===== src/rtl/spi_bridge_pkg.sv =====
// rtl/spi_bridge_pkg.sv - shared types and defaults for the SPI register bridge
package spi_bridge_pkg;

  typedef enum logic [2:0] {
    ST_CMD,
    ST_WDATA,
    ST_WCOMMIT,
    ST_RDATA,
    ST_RFETCH,
    ST_RCAPT
  } state_t;

  localparam int         CMD_RW_BIT         = 7;
  localparam logic [7:0] STATUS_DEFAULT     = 8'hA5;
  localparam int         DATA_BYTES_DEFAULT = 4;

endpackage


===== src/rtl/spi_word_shift.sv =====
// rtl/spi_word_shift.sv - write word assembly, MSB-first read byte select, byte index
module spi_word_shift
  import spi_bridge_pkg::*;
#(
  parameter  int DATA_BYTES = DATA_BYTES_DEFAULT,
  localparam int W          = 8 * DATA_BYTES,
  localparam int IDX_W      = (DATA_BYTES > 1) ? $clog2(DATA_BYTES) : 1
) (
  input  logic             clk,
  input  logic             rst,
  input  logic             clr,
  input  logic             wr_shift,
  input  logic             rd_step,
  input  logic             rd_load,
  input  logic [7:0]       rx_data,
  input  logic [W-1:0]     rdata,
  output logic [W-1:0]     wdata,
  output logic [7:0]       next_byte,
  output logic [IDX_W-1:0] byte_idx,
  output logic             last_byte
);

  localparam logic [IDX_W-1:0] LAST_IDX = IDX_W'(DATA_BYTES - 1);

  logic [W-1:0] rd_word;
  logic [W-1:0] rd_shifted;

  assign last_byte  = (byte_idx == LAST_IDX);
  // Byte following the one currently on the wire; on load it is the MSB of the fresh word.
  assign rd_shifted = rd_word << ((32'(byte_idx) + 32'd1) << 3);
  assign next_byte  = rd_load ? rdata[W-1 -: 8] : rd_shifted[W-1 -: 8];

  always_ff @(posedge clk) begin
    if (!rst) begin
      byte_idx <= '0;
      wdata    <= '0;
      rd_word  <= '0;
    end else begin
      if (clr) begin
        byte_idx <= '0;
      end else if (wr_shift || rd_step) begin
        byte_idx <= last_byte ? '0 : byte_idx + 1'b1;
      end
      if (wr_shift) begin
        wdata <= W'({wdata, rx_data});
      end
      if (rd_load) begin
        rd_word <= rdata;
      end
    end
  end

endmodule


===== src/rtl/spi_reg_bridge.sv =====
// rtl/spi_reg_bridge.sv - SPI byte stream to register bus frame decoder
module spi_reg_bridge
  import spi_bridge_pkg::*;
#(
  parameter int         ADDR_W     = 7,
  parameter int         DATA_BYTES = DATA_BYTES_DEFAULT,
  parameter logic [7:0] STATUS     = STATUS_DEFAULT
) (
  input  logic                    clk,
  input  logic                    rst,
  input  logic                    spi_ss,
  input  logic                    rx_strobe,
  input  logic [7:0]              rx_data,
  input  logic                    tx_strobe,
  output logic [7:0]              tx_data,
  output logic [ADDR_W-1:0]       reg_addr,
  output logic [8*DATA_BYTES-1:0] reg_wdata,
  output logic                    reg_wr,
  output logic                    reg_rd,
  input  logic [8*DATA_BYTES-1:0] reg_rdata,
  input  logic                    err_clr,
  output logic                    frame_err,
  output logic                    rd_late
);

  localparam int IDX_W = (DATA_BYTES > 1) ? $clog2(DATA_BYTES) : 1;

  state_t           state;
  logic [IDX_W-1:0] byte_idx;
  logic             last_byte;
  logic [7:0]       next_byte;
  logic             wr_shift;
  logic             rd_step;
  logic             rd_load;
  logic             frame_err_set;
  logic             rd_late_set;

  assign wr_shift      = !spi_ss && rx_strobe && (state == ST_WDATA);
  assign rd_step       = !spi_ss && rx_strobe && (state == ST_RDATA);
  assign rd_load       = !spi_ss && (state == ST_RCAPT);
  assign frame_err_set = spi_ss && (state == ST_WDATA) && (byte_idx != '0);
  assign rd_late_set   = tx_strobe && ((state == ST_RFETCH) || (state == ST_RCAPT));

  spi_word_shift #(
    .DATA_BYTES(DATA_BYTES)
  ) u_word_shift (
    .clk       (clk),
    .rst       (rst),
    .clr       (spi_ss),
    .wr_shift  (wr_shift),
    .rd_step   (rd_step),
    .rd_load   (rd_load),
    .rx_data   (rx_data),
    .rdata     (reg_rdata),
    .wdata     (reg_wdata),
    .next_byte (next_byte),
    .byte_idx  (byte_idx),
    .last_byte (last_byte)
  );

  always_ff @(posedge clk) begin
    if (!rst) begin
      state    <= ST_CMD;
      reg_addr <= '0;
      reg_wr   <= 1'b0;
      reg_rd   <= 1'b0;
      tx_data  <= STATUS;
    end else begin
      reg_wr <= 1'b0;
      reg_rd <= 1'b0;
      if (spi_ss) begin
        // A write pulse already on the bus this cycle still lands; nothing new is issued.
        state   <= ST_CMD;
        tx_data <= STATUS;
      end else begin
        case (state)
          ST_CMD: begin
            tx_data <= STATUS;
            if (rx_strobe) begin
              reg_addr <= ADDR_W'(rx_data[6:0]);
              if (rx_data[CMD_RW_BIT]) begin
                state  <= ST_RFETCH;
                reg_rd <= 1'b1;
              end else begin
                state <= ST_WDATA;
              end
            end
          end
          ST_WDATA: begin
            if (rx_strobe && last_byte) begin
              state  <= ST_WCOMMIT;
              reg_wr <= 1'b1;
            end
          end
          ST_WCOMMIT: begin
            reg_addr <= reg_addr + 1'b1;
            state    <= ST_WDATA;
          end
          ST_RFETCH: begin
            state <= ST_RCAPT;
          end
          ST_RCAPT: begin
            tx_data <= next_byte;
            state   <= ST_RDATA;
          end
          ST_RDATA: begin
            if (rx_strobe) begin
              if (last_byte) begin
                reg_addr <= reg_addr + 1'b1;
                reg_rd   <= 1'b1;
                state    <= ST_RFETCH;
              end else begin
                tx_data <= next_byte;
              end
            end
          end
          default: state <= ST_CMD;
        endcase
      end
    end
  end

  always_ff @(posedge clk) begin
    if (!rst) begin
      frame_err <= 1'b0;
      rd_late   <= 1'b0;
    end else begin
      frame_err <= frame_err_set || (frame_err && !err_clr);
      rd_late   <= rd_late_set || (rd_late && !err_clr);
    end
  end

endmodule


===== config.mk =====
export PLATFORM = sky130hd
export DESIGN_NAME = spi_reg_bridge
export DESIGN_NICKNAME = d
export VERILOG_FILES = /design/src/rtl/spi_bridge_pkg.sv /design/src/rtl/spi_word_shift.sv /design/src/rtl/spi_reg_bridge.sv
export SDC_FILE = /design/constraint.sdc
export NUM_CORES = 1
export LEC_CHECK = 0
export ABC_AREA = 0
export CORE_MARGIN = 1.5
export CORE_UTILIZATION = 49
export CTS_CLUSTER_DIAMETER = 60
export DETAILED_ROUTE_END_ITERATION = 12
export PLACE_DENSITY = 0.81
export SETUP_SLACK_MARGIN = 0.2
export SKIP_LAST_GASP = 1
export SYNTH_ARGS = -nofsm -noshare
export SYNTH_HDL_FRONTEND = slang
export SYNTH_SLANG_ARGS = --single-unit

===== constraint.sdc =====
create_clock -name clk -period 2.2 [get_ports clk]
set_input_delay 0.44 -clock clk [delete_from_list [all_inputs] [get_ports clk]]
set_output_delay 0.44 -clock clk [all_outputs]
set_load 0.01 [all_outputs]

Word level (Yosys, flattened, before mapping)
Cells that the tools add are included.

storage, ports and cells
  flip-flop bits (word level) = 88
  output and inout bits = 51

cells by class
  add/sub/neg operators = 3
  equality and inequality tests = 11
  shift-type cells = 1
  mux-type cells = 21
  bitwise operators = 3
  reduce and logical (&&, ||, !) cells = 25

operators with widths
  cell                   count
  $shl A32 B32 Y32       1
  $mux W8                3
  $pmux W8 S3            1
  $mux W7                3
  $pmux W7 S3            1
  $pmux W3 S6            1
  $mux W3                5
  $logic_and A1 B1 Y1    10
  $ne A2 B2 Y1 const B   4
  $add A7 B1 Y7 const B  1
  $eq A3 B2 Y1 const B   2
  $eq A3 B3 Y1 const B   2
  $reduce_bool A3 Y1     2
  $mux W1                5
  $reduce_and A5 Y1      1
  $logic_or A1 B1 Y1     4
  $reduce_and A4 Y1      1
  $add A2 B1 Y3 const B  1
  $eq A3 B1 Y1 const B   1
  $logic_not A3 Y1       1
  $not A1 Y1             3
  $reduce_and A3 Y1      1
  $reduce_or A3 Y1       1
  $add A2 B1 Y2 const B  1
  other kinds (7)        8

Depth between registers and ports, before layout
Gate-level depths: netlist (run 1).

  depth after elaboration = 6
  depth in mapped cells = 7
  mapped depth without buffers = 5

By module
From an unflattened synthesis (run 1), not the netlist that was laid out.

second synthesis, totals
  cell total of the unflattened synthesis = 401
  area, all modules = 3,982.6 µm²

modules (own cells, without submodules)
  module          instances  cells each  area an instance (µm²)  seq. area each (µm²)
  spi_word_shift  1          257         2,772.7                 1,321.3
  spi_reg_bridge  1          144         1,209.9                 440.4

Worst setup path before layout (run 1)
OpenSTA, ideal clock, no wires.

  path type = reg-to-reg
  start point = register u_word_shift.byte_idx[0]
  end point = register tx_data[6]
  library setup time = 0.137 ns
  arrival time = 1.811 ns
  data required time = 2.063 ns
  slack = 0.252 ns
  cell stages (with the launch flop) = 8
  buffers on the path = 2
  clock period less this slack = 1.948 ns
  cell sequence = dfxtp_1 > buf_2 > inv_1 > ha_1 > buf_1 > mux4_2 > a21boi_0 > a211oi_1

between the ends
  longest elaborated chain between the ends = 6

RTL lines
  element                 RTL line               text
  from (decl)             spi_word_shift.sv:19   output logic [IDX_W-1:0] byte_idx,
  from (signal assigned)  spi_word_shift.sv:42   byte_idx <= last_byte ? '0 : byte_idx + 1'b1;
  $add A2 B1 Y3           spi_word_shift.sv:30   assign rd_shifted = rd_word << ((32'(byte_idx) + 32'd1) << 3);
  $shl A32 B32 Y32        spi_word_shift.sv:30
  $mux W8                 spi_word_shift.sv:31   assign next_byte = rd_load ? rdata[W-1 -: 8] : rd_shifted[W-1 -: 8];
  $mux W8                 spi_reg_bridge.sv:108  if (last_byte) begin
  $mux W8                 spi_reg_bridge.sv:107  if (rx_strobe) begin
  $pmux W8 S3             spi_reg_bridge.sv:76   case (state)
  to (signal assigned)    spi_reg_bridge.sv:103  tx_data <= next_byte;
  to (signal assigned)    spi_reg_bridge.sv:113  tx_data <= next_byte;
  to (decl)               spi_reg_bridge.sv:15   output logic [7:0] tx_data,

Parallel ways exist; a longest one is shown, timed or not. The select of a mux whose other input is x is not followed.
A chain may end at the register's enable or synchronous reset.

Final worst setup path (run 1)
Ends and elaborated chain as after synthesis.

==> reports/metrics.cfg, run 1 <==
[worst_setup_path]
endpoint = tx_data[6]$_SDFFE_PP0P_
crit_fanout = 9
worstPathArrival_ns = 2.00
r2r-start = u_word_shift.byte_idx[0]$_SDFFE_PP0P_
reg2regPathDepth = 5
startpoint_type = flip-flop
r2r_end = tx_data[6]$_SDFFE_PP0P_
rrSetupSlack_ns = 0.41
cp-end-kind = flip-flop
critPathKind = reg -> reg
worstSetupStartpoint = u_word_shift.byte_idx[0]$_SDFFE_PP0P_
crit_required_ns = 2.41

[yosys]
async_reset_ff_share_pct = 0
yosysWarnings = 0
synth_ff_type = dfxtp_1
postSynthAreaPerCell_um2 = 8.84
ys_ff_latch = 88
synth_cell_type_count = 52
syn_area_mm2 = 0.00389
seq_area_frac_synth_pct = 45.3
syn-num-nets = 489
synthCells = 440
synth_edf_count = 0

[finish]
final_common_cell = nand2_1
fin_util_pct = 66.9
layout-drive-gt1-share_pct = 19.8
nFillCells = 659
final_cell_mix = 111 x nand2_1, 96 x clkdlybuf4s50_1, 87 x dfxtp_1
num_antenna_cells = 0
area_growth_pct = 32.1
finalNetCount = 575

[die]
die_h_um = 92.1
start_util_pct = 50.6
die_area_mm2 = 0.00849
io_pins = 97
core_mm2 = 0.00769
die_w_um = 92.1
fp-row-count = 32

[drt]
detail_route.first_pass.iterations = 4
antenna_left = 0
drc_errors = 0
vias = 3261
wl_mm = 8.80
routedWlPerCell_um = 13.9
drt_iter0_markers = 137
vias_per_cell = 5.15

[clock_network]
cts_sinks = 88
cts_setup_buffers = 0
cts_root_buffer = clkbuf_8
h-tree-depth = 3
clk_path_buf_depth = 2
clkLatencyLatePin_ns = 0.35
path_clk_slew_ns = 0.10
cts_tree = done
cts-buffers-inserted = 9

[sta]
setup_ws_ns = 0.413
worstMarginPinSlew_ns = 0.571
finalHoldViolations = 0
slew_headroom_pct = 61.5
finalCritPeriodShare_pct = 81.2
tns_ns = 0
grt_setup_unrepaired = false
final.min_clock_period_ns = 1.79
fmax_mhz = 560
drv_slew = 0
finalSetupViolCount = 0
fin_worst_skew_ns = 0.0127

[pwr]
p_leak_nw = 1.64
total_power_mw = 3.02
peakVddDrop_mv = 0.344
powerDensity_mw_per_mm2 = 588

[placement]
finalWeightedCongestion = 0.836
place_hpwl_mm = 6.27
dpl_worst_slack_ns = 0.0639
port_buffers = 96

[run_status]
status = finished clean

[global_routing]
grt_max_degree = 73
grt_usage_pct = 21.2
antenna_found_initial = 0
grt_first_pass_wirelength_mm = 14.5
grt.overflow.total = 0
grt_pass1_vias = 3225

[hold_path]
hold_class = reg -> reg

[flow_run]
cap_viol_max_count = 0

==> stage by stage <==
| stage | hold WS, ns | cells | cell area, um^2 |
|---|---|---|---|
| final | 0.458 | 633 | 5140 |
| after global routing | 0.480 | 633 | 5140 |
| after CTS | 0.460 | 633 | 5140 |
| after detailed placement | 0.448 | 617 | 4930 |
| after global placement | 0.439 | 617 | 4930 |
| after floorplan | 0.433 | 440 | 3890 |
==> routing by layer <==
metal | track usage (%) | share of wire [%]
met3 | 5.47 | 5.1
met2 | 36.1 | 48
met5 | 0 | 0
met4 | 4.74 | 0.52
met1 | 26.8 | 46
==> repair_timing <==
item                                    in CTS  in global routing
endpoints found under the setup margin       0                  4
resized for setup                            0                  1
hold buffers                                 0                  0
==> cell type report <==
| class | instances | area, um^2 | area share, % |
|---|---|---|---|
| Sequential cell | 88 | 1760 | 34.3 |
| Timing Repair Buffer | 107 | 1090 | 21.3 |
| Clock buffer | 9 | 124 | 2.41 |
| Inverter | 5 | 18.8 | 0.365 |
| Clock inverter | 7 | 82.6 | 1.61 |
| Tap cell | 102 | 128 | 2.48 |
| Multi-Input combinational cell | 315 | 1930 | 37.6 |
==> worst min-delay path by stage <==
stage                                           from  cells past startpoint                                     to
2_1_floorplan   u_word_shift.rd_word[0]$_SDFFE_PN0P_                      2   u_word_shift.rd_word[0]$_SDFFE_PN0P_
6_report       u_word_shift.rd_word[17]$_SDFFE_PN0P_                      2  u_word_shift.rd_word[17]$_SDFFE_PN0P_
3_3_place_gp    u_word_shift.rd_word[4]$_SDFFE_PN0P_                      2   u_word_shift.rd_word[4]$_SDFFE_PN0P_
3_5_place_dp   u_word_shift.rd_word[30]$_SDFFE_PN0P_                      2  u_word_shift.rd_word[30]$_SDFFE_PN0P_
4_1_cts        u_word_shift.rd_word[18]$_SDFFE_PN0P_                      2  u_word_shift.rd_word[18]$_SDFFE_PN0P_
5_1_grt        u_word_shift.rd_word[13]$_SDFFE_PN0P_                      2  u_word_shift.rd_word[13]$_SDFFE_PN0P_
==> synth_stat cells (all sizes together) (2+ instances only) <==
cell    number  area (um^2)
nand2      141          604
dfxtp       88         1760
a21oi       78          503
buf         22          150
nor2        12         45.0
clkbuf      10         37.5
mux4         8          180
nor3         8         40.0
nand2b       6         45.0
o21ai        6         30.0
a211oi       5         50.1
inv          5         18.8
nand3        5         30.0
a21boi       4         30.0
a31oi        4         25.0
nand3b       4         30.0
and2         3         18.8
ha           3         37.5
nor4b        3         32.5
a311oi       2         17.5
and3         2         12.5
o32ai        2         17.5
==> report_power, final <==
part,internal [mW],switching (mW)
logic,0.131,0.106
registers,1.60,0.0157
clock network,0.545,0.618
==> logic make-up (layout without fill, tap and decap cells) <==
group	count (synthesis)	count (layout)	synth area share, %
muxes	9	9	4.89
DFF	88	88	45.3
adders and majority gates	3	3	0.965
AOI/OAI and AO/OA	111	111	19.6
and+or+nand+nor	191	191	23.7
buffers and inverters	37	128	5.31
xor gates and xnor gates	1	1	0.225
==> registers in the layout, indices dropped and copies added, names as in the netlist <==
name                   cells
u_word_shift.rd_word      32
u_word_shift.wdata        32
tx_data                    8
reg_addr                   7
state                      3
u_word_shift.byte_idx      2
frame_err                  1
rd_late                    1
reg_rd                     1
reg_wr                     1
==> worst max-delay path, cell delays in order (launching register included) <==
cell and delay (ns):
dfxtp_1 0.41, inv_1 0.06, ha_1 0.51, mux4_2 0.37, a21boi_0 0.20, a211oi_1 0.09
(Power assumes the default switching activity.)
==> run 2: changes to the inputs <==
Clock period 2.2 ns to 1.7 ns, I/O delays scaled along.
==> run 2 against run 1 <==
Fmax is 15% higher. Wire length is 22% higher. Die area stayed put. First-iteration DRC count is 23% higher. Critical endpoint is now u_word_shift.wdata[1]$_SDFFE_PN0P_. Largest cell class unchanged. Largest power group unchanged.
==> reports/metrics.cfg, run 2 (synthesis gave the netlist of run 1 again) <==
[run_status]
status = finished clean

[global_routing]
antenna_found_initial = 0
grt_max_degree = 40
grt_usage_pct = 24.3
grt_first_pass_wirelength_mm = 16.3
grt.overflow.total = 0
grt_pass1_vias = 3464

[worst_setup_path]
path_buf_inv = 1
crit_fanout = 8
cp_slowest_stage_delay_ns = 0.61
cp-end-kind = flip-flop
worstPathArrival_ns = 1.79
r2r_end = u_word_shift.wdata[1]$_SDFFE_PN0P_
cp_top_family = simple AND/OR/NAND/NOR gates
crit_required_ns = 1.93
crit_chain = nand2b_4 > or4b_4 > clkbuf_16 > nand2_4 > a21oi_2
rrSetupSlack_ns = 0.15
startpoint_type = flip-flop
critPathKind = reg -> reg
cpMaxStageDelayCell = or4b_4
reg2regPathDepth = 5
r2r-start = state[2]$_SDFFE_PP0P_

[finish]
num_antenna_cells = 0
layout-drive-gt1-share_pct = 29.7
top_regs = u_word_shift.rd_word (32), u_word_shift.wdata (32), tx_data (8)
area_growth_pct = 45.6
final_cell_mix = 105 x nand2_1, 74 x dfxtp_1, 53 x dlygate4sd2_1
final_cells = 668
final_common_cell = nand2_1
finalNetCount = 610

[drt]
vias = 3638
vias_per_cell = 5.45
drt_iter0_markers = 168
wl_mm = 10.8
antenna_left = 0
drc_errors = 0
routedWlPerCell_um = 16.1
detail_route.first_pass.iterations = 4

[clock_network]
cts_root_buffer = clkbuf_8
cts-buffers-inserted = 9
clk_path_buf_depth = 2
cts_tree = done
path_clk_slew_ns = 0.08
h-tree-depth = 3
cts.hold.buffers_added = 0
cts_sinks = 88
clkLatencyLatePin_ns = 0.35

[pwr]
total_power_mw = 3.91
pwr-share-seq_pct = 53.6
p_sw_mw = 0.954
p_leak_nw = 2.12
power_frac_clock_pct = 37.4
netSwitchingFraction_pct = 24.4
peakVddDrop_mv = 0.457
cellInternalPower_mw = 2.95
powerDensity_mw_per_mm2 = 690
pwr-share-comb_pct = 9.1

[sta]
holdWs_ns = 0.456
finalHoldViolations = 0
setup_ws_ns = 0.149
slew_headroom_pct = 71.9
worstMarginPinSlew_ns = 0.419
tns_ns = 0
fmax_mhz = 645
final.min_clock_period_ns = 1.55
finalCritPeriodShare_pct = 91.2
fin_worst_skew_ns = 0.0148
drv_slew = 0
grt_setup_unrepaired = true
finalSetupViolCount = 0

[die]
core_mm2 = 0.00769
start_util_pct = 50.6
die_area_mm2 = 0.00849
die_w_um = 92.1
fp-row-count = 32
die_h_um = 92.1
io_pins = 97

[hold_path]
min_from = u_word_shift.rd_word[7]$_SDFFE_PN0P_
hold_path_depth = 2
hold_class = reg -> reg
min_to = u_word_shift.rd_word[7]$_SDFFE_PN0P_

[flow_run]
cap_viol_max_count = 0

[placement]
dpl_worst_slack_ns = -0.350
place_inst = 637
place_hpwl_mm = 6.86
port_buffers = 96
finalWeightedCongestion = 0.840

==> run 2: per-layer routing <==
layer	GRT usage, %	wire length (um)
met3	4.89	580
met2	42.7	5610
met4	7.44	122
met5	0	0
met1	29.9	4440
==> run 2: power by group through the flow <==
stage	Sequential [mW]	Combinational [mW]	Clock [mW]
after global routing	2.10	0.377	1.58
final	2.09	0.354	1.46
after floorplan	2.15	0.136	0
after global placement	2.14	0.328	0
after detailed placement	2.14	0.333	0
after CTS	2.09	0.328	1.47
==> run 2: worst max-delay path by stage <==
stage / from / endpoint / slack, ns / cells after the start
floorplan: state[2]$_SDFFE_PP0P_ / u_word_shift.wdata[10]$_SDFFE_PN0P_ / 0.18 / 6
global placement: rx_strobe / reg_addr[6]$_SDFFE_PN0P_ / -0.28 / 5
detailed placement: rx_strobe / reg_addr[0]$_SDFFE_PN0P_ / -0.35 / 5
CTS: u_word_shift.byte_idx[0]$_SDFFE_PP0P_ / tx_data[4]$_SDFFE_PP0P_ / 0.18 / 6
global route: u_word_shift.byte_idx[0]$_SDFFE_PP0P_ / tx_data[5]$_SDFFE_PP1P_ / 0.11 / 7
finish: state[2]$_SDFFE_PP0P_ / u_word_shift.wdata[1]$_SDFFE_PN0P_ / 0.15 / 5
==> run 2: stage by stage <==
step | cell area (um^2) | util [%]
after detailed placement | 5150 | 66.9
after CTS | 5350 | 69.6
after global routing | 5660 | 73.7
after floorplan | 3950 | -
final | 5660 | 73.7
after global placement | 5150 | 66.9
==> run 2: layout make-up <==
| cell class | count | area (um^2) |
|---|---|---|
| clock buffer | 10 | 128 |
| clock inverter | 6 | 67.6 |
| fill | 559 | 2020 |
| inverter | 5 | 23.8 |
| multi-input combinational | 315 | 2100 |
| sequential | 88 | 1790 |
| tap | 102 | 128 |
| timing repair buffer | 142 | 1430 |
==> run 2: worst reg2reg max path, cell delays in order (launching register included) <==
cell and delay [ns]:
dfxtp_2 0.34, nand2b_4 0.15, or4b_4 0.61, clkbuf_16 0.23
nand2_4 0.07, a21oi_2 0.05
==> run 2: what timing repair did <==
action / CTS / global route
gates cloned: 0 / 6
gates resized for setup: 72 / 39
pin swaps: 8 / 38
setup buffers: 5 / 4
setup endpoints to repair: 131 / 60
==> run 3: changes to the inputs <==
Settings changed: GPL_ROUTABILITY_DRIVEN from default to 0, SLEW_MARGIN from default to 20.
==> run 3 against run 2 <==
Total power increased by 0.63%. Fmax up 0.72%. Die area is the same. Critical path depth did not move. Final cell count fell by 0.45%.
==> reports/metrics.cfg, run 3 (synthesis gave the netlist of run 1 again) <==
[run_status]
status = finished clean

[clock_network]
clk_path_buf_depth = 2
cts_sinks = 88
path_clk_slew_ns = 0.09
cts-buffers-inserted = 9
cts.hold.buffers_added = 0
cts_tree = done
cts_root_buffer = clkbuf_8
h-tree-depth = 3
clkLatencyLatePin_ns = 0.36

[sta]
fin_worst_skew_ns = 0.0129
grt_setup_unrepaired = true
finalSetupViolCount = 0
finalCritPeriodShare_pct = 90.6
finalHoldViolations = 0
drv_slew = 0
worstMarginPinSlew_ns = 0.576
slew_headroom_pct = 61.2
final.min_clock_period_ns = 1.54
setup_ws_ns = 0.160
tns_ns = 0
holdWs_ns = 0.458
fmax_mhz = 649

[finish]
fin_util_pct = 73.3
final_cell_mix = 109 x nand2_1, 75 x dfxtp_1, 53 x dlygate4sd2_1
num_antenna_cells = 0
nFillCells = 572
finalNetCount = 607
layout-drive-gt1-share_pct = 28.6
top_regs = u_word_shift.rd_word (32), u_word_shift.wdata (32), tx_data (8)
area_growth_pct = 44.7
final_cells = 665
final_common_cell = nand2_1
design_area_mm2 = 0.00563

[die]
fp-row-count = 32
start_util_pct = 50.6
die_area_mm2 = 0.00849
io_pins = 97
die_w_um = 92.1
core_mm2 = 0.00769
die_h_um = 92.1

[worst_setup_path]
startpoint_type = flip-flop
worstPathArrival_ns = 1.79
crit_fanout = 8
r2r-start = state[2]$_SDFFE_PP0P_
cpMaxStageDelayCell = or4b_4
path_buf_inv = 1
worstSetupStartpoint = state[2]$_SDFFE_PP0P_
crit_required_ns = 1.95
reg2regPathDepth = 5
cp_top_family = simple AND/OR/NAND/NOR gates
crit_chain = nand2b_4 > or4b_4 > clkbuf_16 > nand2_4 > a21oi_2
critPathKind = reg -> reg
r2r_end = u_word_shift.wdata[13]$_SDFFE_PN0P_
cp-end-kind = flip-flop
rrSetupSlack_ns = 0.16
cp_slowest_stage_delay_ns = 0.57

[hold_path]
hold_path_depth = 2
min_to = u_word_shift.rd_word[15]$_SDFFE_PN0P_
hold_class = reg -> reg
min_from = u_word_shift.rd_word[15]$_SDFFE_PN0P_

[drt]
detail_route.first_pass.iterations = 5
vias_per_cell = 5.39
drt_iter0_markers = 164
vias = 3584
routedWlPerCell_um = 14.7
antenna_left = 0
drc_errors = 0
wl_mm = 9.77

[global_routing]
grt_usage_pct = 22.6
grt.overflow.total = 0
grt_pass1_vias = 3337
grt_first_pass_wirelength_mm = 15.3
grt_max_degree = 40
antenna_found_initial = 0

[placement]
place_inst = 636
place_hpwl_mm = 6.68
port_buffers = 96
place_area_mm2 = 0.00514
dpl_worst_slack_ns = -0.284

[flow_run]
cap_viol_max_count = 0

[pwr]
p_leak_nw = 2.11
peakVddDrop_mv = 0.487
total_power_mw = 3.93
powerDensity_mw_per_mm2 = 698

==> run 3: timing repair <==
| action | 4_1_cts | 5_1_grt |
|---|---|---|
| gates resized for setup | 72 | 37 |
| endpoints found under the setup margin | 131 | 54 |
| buffers inserted | 4 | 6 |
| pin swaps | 5 | 44 |
| cloned | 0 | 3 |
==> run 3: worst min-delay path: stages (launching register included) <==
cell     delay, ns
dfxtp_1       0.31
nand2_1       0.05
a21oi_1       0.05
==> run 3: layout make-up <==
class,instances,area [um^2],area share [%]
Multi-Input combinational cell,315,2120,37.7
Inverter,5,23.8,0.422
Timing Repair Buffer,139,1370,24.3
Clock inverter,6,66.3,1.18
Clock buffer,10,138,2.44
Tap cell,102,128,2.27
Sequential cell,88,1790,31.7
==> run 3: worst max-delay path by stage <==
stage                                                to  slack [ns]  depth (start not counted)
global placement               reg_addr[6]$_SDFFE_PN0P_       -0.20                          6
CTS                            reg_addr[0]$_SDFFE_PN0P_        0.17                          5
finish              u_word_shift.wdata[13]$_SDFFE_PN0P_        0.16                          5
floorplan           u_word_shift.wdata[10]$_SDFFE_PN0P_        0.18                          6
detailed placement             reg_addr[0]$_SDFFE_PN0P_       -0.28                          6
global route         u_word_shift.wdata[0]$_SDFFE_PN0P_        0.13                          5
==> run 3: power by group <==
group	internal (mW)	switching, mW	total, mW	leakage (nW)
Combinational	0.194	0.158	0.352	1.28
Sequential	2.07	0.0186	2.09	0.717
Clock	0.727	0.760	1.49	0.107
==> run 3: layer usage <==
| metal | up-vias | part of all wire (%) | wire, um | global-route usage (%) |
|---|---|---|---|---|
| met5 | - | 0 | 0 | 0 |
| li1 | 1744 | - | - | - |
| met1 | 1670 | 43 | 4150 | 27.6 |
| met3 | 18 | 6.1 | 594 | 3.90 |
| met4 | 0 | 2.4 | 231 | 9.23 |
| met2 | 152 | 49 | 4790 | 39.2 |
